**config.mk**
```make
export PLATFORM = sky130hd
export DESIGN_NAME = dmac_channel_arbiter
export DESIGN_NICKNAME = d
export VERILOG_FILES = /design/src/rtl/dmac_pkg.sv /design/src/rtl/dmac_rr_pick.sv /design/src/rtl/dmac_channel_arbiter.sv
export SDC_FILE = /design/constraint.sdc
export NUM_CORES = 1
export LEC_CHECK = 0
export CAP_MARGIN = 20
export CORE_ASPECT_RATIO = 1.4
export CORE_UTILIZATION = 55
export CTS_CLUSTER_SIZE = 25
export DETAILED_ROUTE_END_ITERATION = 8
export GPL_ROUTABILITY_DRIVEN = 0
export PLACE_DENSITY = 0.83
export REMOVE_ABC_BUFFERS = 1
export SLEW_MARGIN = 40
export SYNTH_ARGS = -nofsm -noshare
export SYNTH_HDL_FRONTEND = slang
export SYNTH_HIERARCHICAL = 1
export SYNTH_SLANG_ARGS = --single-unit
```
**constraint.sdc**
```tcl
create_clock -name clk -period 3.9 [get_ports clk]
set_clock_uncertainty 0.05 [all_clocks]
set_input_delay 1.17 -clock clk [delete_from_list [all_inputs] [get_ports clk]]
set_output_delay 1.17 -clock clk [all_outputs]
set_load 0.02 [all_outputs]
```
**src/rtl/dmac_pkg.sv**
```systemverilog
// Shared DMA-controller definitions: arbiter state encoding, AHB HTRANS codes
// and a small width helper used wherever a counter or index is sized.
package dmac_pkg;

    typedef enum logic [1:0] {
        ARB_IDLE    = 2'b00,
        ARB_ACTIVE  = 2'b01,
        ARB_RELEASE = 2'b10
    } arb_state_t;

    // AHB HTRANS encodings driven by the channel controllers on the master port.
    localparam logic [1:0] HTRANS_IDLE   = 2'b00;
    localparam logic [1:0] HTRANS_BUSY   = 2'b01;
    localparam logic [1:0] HTRANS_NONSEQ = 2'b10;
    localparam logic [1:0] HTRANS_SEQ    = 2'b11;

    // Bits needed to hold values 0..n-1, never less than one bit.
    function automatic int unsigned idx_width(input int unsigned n);
        return (n > 1) ? $clog2(n) : 1;
    endfunction

endpackage

```
**src/rtl/dmac_rr_pick.sv**
```systemverilog
// Rotating-priority picker: returns the first asserted request at or after
// ptr, scanning upward and wrapping modulo NUM_CH. Purely combinational.
module dmac_rr_pick
    import dmac_pkg::*;
#(
    parameter int NUM_CH = 4
) (
    input  logic [NUM_CH-1:0]         req,
    input  logic [$clog2(NUM_CH)-1:0] ptr,
    output logic                      valid,
    output logic [$clog2(NUM_CH)-1:0] idx
);

    localparam int IW = $clog2(NUM_CH);

    logic [IW:0]   w_sum      [NUM_CH];
    logic [IW-1:0] w_cand_idx [NUM_CH];
    logic [NUM_CH-1:0] w_cand_req;

    // Candidate gi is the channel gi positions after ptr (modulo NUM_CH).
    // One extra bit on the sum keeps the wrap correct for any NUM_CH.
    for (genvar gi = 0; gi < NUM_CH; gi++) begin : g_cand
        assign w_sum[gi]      = {1'b0, ptr} + (IW+1)'(gi);
        assign w_cand_idx[gi] = (w_sum[gi] >= (IW+1)'(NUM_CH))
                              ? IW'(w_sum[gi] - (IW+1)'(NUM_CH))
                              : w_sum[gi][IW-1:0];
        assign w_cand_req[gi] = req[w_cand_idx[gi]];
    end

    // Scan from the farthest candidate down so the nearest one wins.
    always_comb begin
        valid = 1'b0;
        idx   = '0;
        for (int k = NUM_CH - 1; k >= 0; k--) begin
            if (w_cand_req[k]) begin
                valid = 1'b1;
                idx   = w_cand_idx[k];
            end
        end
    end

endmodule

```
**src/rtl/dmac_channel_arbiter.sv**
```systemverilog
// Round-robin, quantum-limited arbiter granting one DMA channel at a time
// access to the shared AHB master port. All outputs come straight from flops.
module dmac_channel_arbiter
    import dmac_pkg::*;
#(
    parameter int NUM_CH  = 4,
    parameter int QUANTUM = 16
) (
    input  logic                      clk,
    input  logic                      rst,
    input  logic [NUM_CH-1:0]         ch_req,
    input  logic [NUM_CH-1:0]         ch_done,
    input  logic                      readyIn,
    output logic [NUM_CH-1:0]         channel_en,
    output logic [$clog2(NUM_CH)-1:0] grant_id,
    output logic                      grant_valid,
    output logic [NUM_CH-1:0]         irq
);

    localparam int IW = $clog2(NUM_CH);
    localparam int QW = idx_width(QUANTUM);
    localparam logic [QW-1:0] QMAX = QW'(QUANTUM - 1);

    arb_state_t         r_state,       w_state_next;
    logic [IW-1:0]      r_rr_ptr,      w_rr_ptr_next;
    logic [QW-1:0]      r_qcnt,        w_qcnt_next;
    // Owner survives into ARB_RELEASE (grant_id is already 0 there) so the
    // round-robin pointer and a late completion still know who held the bus.
    logic [IW-1:0]      r_owner,       w_owner_next;
    logic [NUM_CH-1:0]  r_channel_en,  w_channel_en_next;
    logic [IW-1:0]      r_grant_id,    w_grant_id_next;
    logic               r_grant_valid, w_grant_valid_next;
    logic [NUM_CH-1:0]  r_irq,         w_irq_next;

    logic               w_pick_valid;
    logic [IW-1:0]      w_pick_idx;
    logic               w_others_req;

    function automatic logic [IW-1:0] f_next_idx(input logic [IW-1:0] i);
        if (i == IW'(NUM_CH - 1)) begin
            return '0;
        end
        return i + 1'b1;
    endfunction

    dmac_rr_pick #(
        .NUM_CH (NUM_CH)
    ) u_pick (
        .req   (ch_req),
        .ptr   (r_rr_ptr),
        .valid (w_pick_valid),
        .idx   (w_pick_idx)
    );

    // While active, channel_en is exactly the owner's bit.
    assign w_others_req = |(ch_req & ~r_channel_en);

    // State and output registers; reset also discards any pending completion.
    always_ff @(posedge clk) begin
        if (rst) begin
            r_state       <= ARB_IDLE;
            r_rr_ptr      <= '0;
            r_qcnt        <= '0;
            r_owner       <= '0;
            r_channel_en  <= '0;
            r_grant_id    <= '0;
            r_grant_valid <= 1'b0;
            r_irq         <= '0;
        end else begin
            r_state       <= w_state_next;
            r_rr_ptr      <= w_rr_ptr_next;
            r_qcnt        <= w_qcnt_next;
            r_owner       <= w_owner_next;
            r_channel_en  <= w_channel_en_next;
            r_grant_id    <= w_grant_id_next;
            r_grant_valid <= w_grant_valid_next;
            r_irq         <= w_irq_next;
        end
    end

    // Next-state and next-output logic; irq is a single-cycle pulse.
    always_comb begin
        w_state_next       = r_state;
        w_rr_ptr_next      = r_rr_ptr;
        w_qcnt_next        = r_qcnt;
        w_owner_next       = r_owner;
        w_channel_en_next  = r_channel_en;
        w_grant_id_next    = r_grant_id;
        w_grant_valid_next = r_grant_valid;
        w_irq_next         = '0;

        case (r_state)
            ARB_IDLE: begin
                if (w_pick_valid) begin
                    w_state_next                  = ARB_ACTIVE;
                    w_owner_next                  = w_pick_idx;
                    w_channel_en_next             = '0;
                    w_channel_en_next[w_pick_idx] = 1'b1;
                    w_grant_id_next               = w_pick_idx;
                    w_grant_valid_next            = 1'b1;
                    w_qcnt_next                   = '0;
                end
            end

            ARB_ACTIVE: begin
                // Completion outranks quantum expiry and request withdrawal.
                if (ch_done[r_owner]) begin
                    w_irq_next[r_owner] = 1'b1;
                    w_channel_en_next   = '0;
                    w_grant_id_next     = '0;
                    w_grant_valid_next  = 1'b0;
                    w_rr_ptr_next       = f_next_idx(r_owner);
                    w_state_next        = ARB_IDLE;
                end else if (!ch_req[r_owner] || (r_qcnt == QMAX && w_others_req)) begin
                    w_channel_en_next  = '0;
                    w_grant_id_next    = '0;
                    w_grant_valid_next = 1'b0;
                    w_state_next       = ARB_RELEASE;
                end else if (r_qcnt != QMAX) begin
                    // Saturating so a later requester preempts immediately.
                    w_qcnt_next = r_qcnt + 1'b1;
                end
            end

            ARB_RELEASE: begin
                // Let the in-flight bus beat finish before re-arbitrating.
                if (ch_done[r_owner]) begin
                    w_irq_next[r_owner] = 1'b1;
                end
                if (readyIn) begin
                    w_rr_ptr_next = f_next_idx(r_owner);
                    w_state_next  = ARB_IDLE;
                end
            end

            default: begin
                w_state_next       = ARB_IDLE;
                w_channel_en_next  = '0;
                w_grant_id_next    = '0;
                w_grant_valid_next = 1'b0;
            end
        endcase
    end

    assign channel_en  = r_channel_en;
    assign grant_id    = r_grant_id;
    assign grant_valid = r_grant_valid;
    assign irq         = r_irq;

endmodule

```
### Word level (Yosys, flattened, before mapping)

Index checks and enable logic that the tools add are counted.

* $add $sub $neg: 9
* equality and inequality tests: 12
* muxes and demuxes: 61
* magnitude comparators: 12
* bitwise operators: 5
* reductions and logical operators: 16

Operators by type and width (count)
* 2-to-1 mux 2 bit: 20
* 2-to-1 mux 4 bit: 7
* 2-to-1 mux 1 bit: 20
* less-than comparator 2 x 3 -> 1 bit (second input constant): 6
* binary-select mux 1 bit (select 2 bit): 6
* case mux 2 bit (3 select lines): 2
* case mux 4 bit (3 select lines): 1
* != test 2 bit (second input constant): 5
* >= comparator 3 bit (second input constant): 3
* AND reduction 3 bit: 3
* case mux 4 bit (2 select lines): 1
* subtractor 2 x 1 -> 2 bit (second input constant): 4
* adder 2 x 2 -> 3 bit (second input constant): 2
* AND reduction 5 bit: 1
* adder 4 x 1 -> 4 bit (second input constant): 1
* AND 4 bit: 1
* demux 1 bit (select 2 bit): 2
* == test 2 bit (second input constant): 2
* == test 4 bit (second input constant): 1
* >= comparator 2 x 1 -> 1 bit (second input constant): 2
* != test 4 bit (second input constant): 1
* inverter 4 bit: 1
* case mux 2 bit (2 select lines): 1
* nonzero test 2 bit: 2
* 16 further kinds: 20

* output and inout port bits: 11
* flip-flop bits (word level): 21
* input bits: 11

### Longest topological paths before layout

* depth in word-level cells: 15
* depth in mapped cells: 7
* depth with buffers taken out: 6

### Cells and area by module

Netlist, hierarchy kept.

By module, submodules not included
* dmac_channel_arbiter: sequential area each 420.4 µm², cells an instance 117, times used 1, area each 1114.8 µm²
* dmac_rr_pick: sequential area each 0.0 µm², cells an instance 13, times used 1, area each 77.6 µm²

### Least setup slack after synthesis

OpenSTA, ideal clock, no wires.

* path kind: input port to flip-flop
* start: in ch_done[3]
* end: reg r_grant_id[0] (netlist: grant_id[0])
* arrival time: 2534 ps
* stages on the path: 4
* setup slack: 1256 ps
* required time: 3790 ps
* path buffers: 0
* cells stage by stage: mux4_2 or3_4 o311ai_4 a22o_2

* word-level cells in the longest chain between the ends: 4
* elaborated cells between the ends (all ways): 6
* classes of those cells: eq/ne (1); mux (4); reduce/logical (1)

Ends and longest elaborated chain
* start, declared: RTL line dmac_channel_arbiter.sv:12 `input logic [NUM_CH-1:0] ch_done,`
* binary-select mux 1 bit (select 2 bit) *: RTL line dmac_channel_arbiter.sv:107 `if (ch_done[r_owner]) begin`
* 2-to-1 mux 1 bit (implied by the code) *: RTL line dmac_channel_arbiter.sv:107
* != test 3 bit (no source line) / 2-to-1 mux 2 bit (equally long branches)
* AND reduction 3 bit (no source line) / case mux 2 bit (3 select lines) (equally long branches)
* end signal, assigned: RTL line dmac_channel_arbiter.sv:75 `r_grant_id <= w_grant_id_next;`
* end, declared: RTL line dmac_channel_arbiter.sv:31 `logic [IW-1:0] r_grant_id, w_grant_id_next;`

Every way passes the cells marked *; elsewhere a longest branch is shown, timed or not. The select of a mux whose other input is x is not followed.
A chain may end at the register's enable or synchronous reset.

### Final worst setup path

* start: in ch_req[1]
* end: reg r_channel_en[2] (netlist: channel_en[2])

* word-level cells in the longest chain between the ends: 12
* elaborated cells between the ends (all ways): 33
* classes of those cells: order compare (2); eq/ne (2); mux (22); bitwise (1); reduce/logical (6)

Ends and longest elaborated chain
* start, declared: RTL line dmac_channel_arbiter.sv:11 `input logic [NUM_CH-1:0] ch_req,`
* binary-select mux 1 bit (select 2 bit): RTL line dmac_rr_pick.sv:27 `assign w_cand_req[gi] = req[w_cand_idx[gi]];`
* 2-to-1 mux 1 bit (implied by the code): RTL line dmac_rr_pick.sv:27
* 2-to-1 mux 2 bit (4 in series): RTL line dmac_rr_pick.sv:35 `if (w_cand_req[k]) begin`
* less-than comparator 2 x 3 -> 1 bit (implied by the code) / >= comparator 2 x 1 -> 1 bit (equally long branches): RTL line dmac_channel_arbiter.sv:98 `w_channel_en_next[w_pick_idx] = 1'b1;`
* logical AND 1 bit (implied by the code): RTL line dmac_channel_arbiter.sv:98
* 2-to-1 mux 1 bit (implied by the code): RTL line dmac_channel_arbiter.sv:98
* demux 1 bit (select 2 bit): RTL line dmac_channel_arbiter.sv:98
* 2-to-1 mux 4 bit: RTL line dmac_channel_arbiter.sv:94 `if (w_pick_valid) begin`
* case mux 4 bit (3 select lines): RTL line dmac_channel_arbiter.sv:92 `case (r_state)`
* end signal, assigned: RTL line dmac_channel_arbiter.sv:74 `r_channel_en <= w_channel_en_next;`
* end, declared: RTL line dmac_channel_arbiter.sv:30 `logic [NUM_CH-1:0] r_channel_en, w_channel_en_next;`

Parallel ways exist; a longest one is shown, timed or not. The select of a mux whose other input is x is not followed.

==> flow_metrics.tcl <==
set metrics [dict create \
    fp.dieH_um 57.1 \
    finalHoldViolations 0 \
    hold_path_depth 2 \
    ys_seq_elements 21 \
    place_inst 169 \
    drive_gt1_share_pct 10.5 \
    yosysTopAreaCell "dfxtp_1" \
    outcome "complete, no violations" \
    die_w_um 41.4 \
    antenna_found_initial 0 \
    io_pins 22 \
    cap_viol_max_count 0 \
    synthCells 130 \
    fin_tns_setup_ns 0 \
    r2r-start "r_owner[0]$_SDFFE_PP0P_" \
    cts_resized 0 \
    synthMostInstantiatedCell "dfxtp_1" \
    synth_edf_count 0 \
    synth_top_cells_by_count "dfxtp_1 (21), inv_1 (12), nand2_1 (10), nor2_1 (10)" \
    cts_buffer_depth 2 \
    cts_sinks 21 \
    period_share_pct 78.5 \
    utilization_pct 72.3 \
    ant_nets 0 \
    drtIter0Drc 59 \
    grt_pass1_wl_mm 4.48 \
    worstPathArrival_ns 3.26 \
    port_buffers 21 \
    synth_cell_types 40 \
    syn_area_per_cell_um2 9.17 \
    r2r_cells 3 \
    whs_ns 0.420 \
    postCtsSetupBuffers 0 \
    gr-usage-all-layers_pct 27.2 \
    layout_min_cycle_time_ns 3.06 \
    grt_max_degree 12 \
    holdCritStartpoint "grant_valid$_SDFFE_PP0P_" \
    placementRows 19 \
    syn2layout_area_growth_pct 21.1 \
    dieArea_mm2 0.00236 \
    powerDensity_mw_per_mm2 510 \
    r2r_setup_slack_ns 1.60 \
    cts_tree "built" \
    n_fill_cell 169 \
    ys_seq_area_share_pct 35.3 \
    slew_viol_final 0 \
    drt_first_pass_iters 4 \
    crit_type "in -> reg" \
    p_leak_nw 0.553 \
    setup_viol 0 \
    r2r-end "channel_en[2]$_SDFFE_PP0P_" \
    cts_hold_buf 0 \
    critPathMaxFanout 6 \
    async_flop_share_pct 0 \
    netlist_area_mm2 0.00119 \
    drc 0 \
    hpwl_mm 2.13 \
    grt_pass1_vias 1038 \
    vias 1102 \
    initial_core_util_pct 59.7 \
    routed_wl_mm 2.71 \
    peakVddDrop_uv 362 \
    layoutNonFillerInstCount 173 \
    cp-end-kind "flop" \
    hp-class "reg -> reg" \
    path_clk_slew_ns 0.11 \
    cp-start-kind "input port" \
    viasPerCell 6.37 \
    fmax_ghz 0.327 \
    insertion_delay_ns 0.30 \
    diodes 0 \
    nNetsFinal 172 \
    min_to "grant_valid$_SDFFE_PP0P_" \
    routedWlPerCell_um 15.7 \
    core-area_mm2 0.00200 \
    slew_headroom_pct 47.2 \
    pre_cts_ws_ns 0.564 \
    htree_num_levels 1 \
    multi_input_area_um2 716 \
    rsz0062_at_grt "no" \
    synth-main-ff-cell "dfxtp_1" \
    crit_required_ns 4.10 \
    grt-ovfl-total 0 \
    seqCellArea_um2 420 \
    cts_made_buffers 3 \
    yosys_warnings 6 \
    cts-root-buf "clkbuf_4" \
    synth.area.top_cells "dfxtp_1 (35%), ha_1 (8.4%), nand2b_1 (4.2%)" \
    worst_slack_ns 0.840 \
    worstMarginPinSlew_ns 0.787 \
    synth_top_area_share_pct 35.3 \
]
## registers in the layout, summed over array words and instances (netlist names)
register / count
r_rr_ptr: 2
r_owner: 2
grant_valid: 1
r_state: 2
grant_id: 2
irq: 4
r_qcnt: 4
channel_en: 4
## worst max-delay path, stage by stage
cell and delay, ns:
clkdlybuf4s50_1 0.47, mux4_1 0.67, a311oi_1 0.68, a32o_1 0.26
## cell families after synthesis
logic type | after synthesis | synth area share [%]
compound gates | 32 | 23.3
fa+ha+maj | 8 | 8.39
buf+inv | 15 | 4.72
flops | 21 | 35.3
mux | 6 | 7.56
simple gates | 48 | 20.8
## cells in the final DEF (no fill, tap or decap), drive strengths merged, types with 3 or more instances in the layout
master	synthesis	layout
inv	12	12
clkbuf	3	4
and2	4	4
ha	8	8
a32o	4	4
nor2	10	10
a211oi	3	3
nand2b	8	8
a21oi	5	5
nand3	8	8
nand2	10	10
mux2i	3	3
clkdlybuf4s50	0	21
o21ai	4	4
dfxtp	21	21
## stage by stage
step,total power (W),cell area [um^2]
2_1_floorplan,0.000523,1180
3_3_place_gp,0.000620,1420
3_5_place_dp,0.000635,1420
4_1_cts,0.000737,1440
5_1_grt,0.000791,1440
6_report,0.000737,1440
## how the worst max path moves through the flow
stage,from,endpoint,slack [ns],depth (start not counted)
after floorplan,ch_done[3],grant_id[0]$_SDFFE_PP0P_,1.26,4
after global placement,ch_req[1],channel_en[2]$_SDFFE_PP0P_,0.68,4
after detailed placement,ch_req[1],channel_en[2]$_SDFFE_PP0P_,0.56,4
after CTS,ch_req[1],channel_en[2]$_SDFFE_PP0P_,0.88,4
after global routing,ch_req[1],channel_en[1]$_SDFFE_PP0P_,0.76,4
final,ch_req[1],channel_en[2]$_SDFFE_PP0P_,0.84,4
## routing by layer
metal	vias up	wire, um	GRT usage (%)
li1	525	-	-
met1	523	1070	32.4
met2	49	1470	46.0
met3	5	137	5.84
met4	0	31	8.29
met5	-	0	0
## where the power goes
part / total [W] / internal, W / switching [W] / leakage (nW)
Combinational: 0.000342 / 0.000149 / 0.000193 / 0.367
Sequential: 0.000291 / 0.000255 / 0.0000361 / 0.171
Clock: 0.000104 / 0.0000399 / 0.0000639 / 0.0150
Total: 0.000737 / 0.000443 / 0.000293 / 0.553
## final cells by class
type / count / area share (%)
Timing Repair Buffer: 21 / 14.6
Sequential cell: 21 / 29.1
Tap cell: 21 / 1.82
Clock buffer: 4 / 1.82
Multi-Input combinational cell: 94 / 49.6
Inverter: 12 / 3.12
No activity file was read; power rests on OpenSTA's default activity.
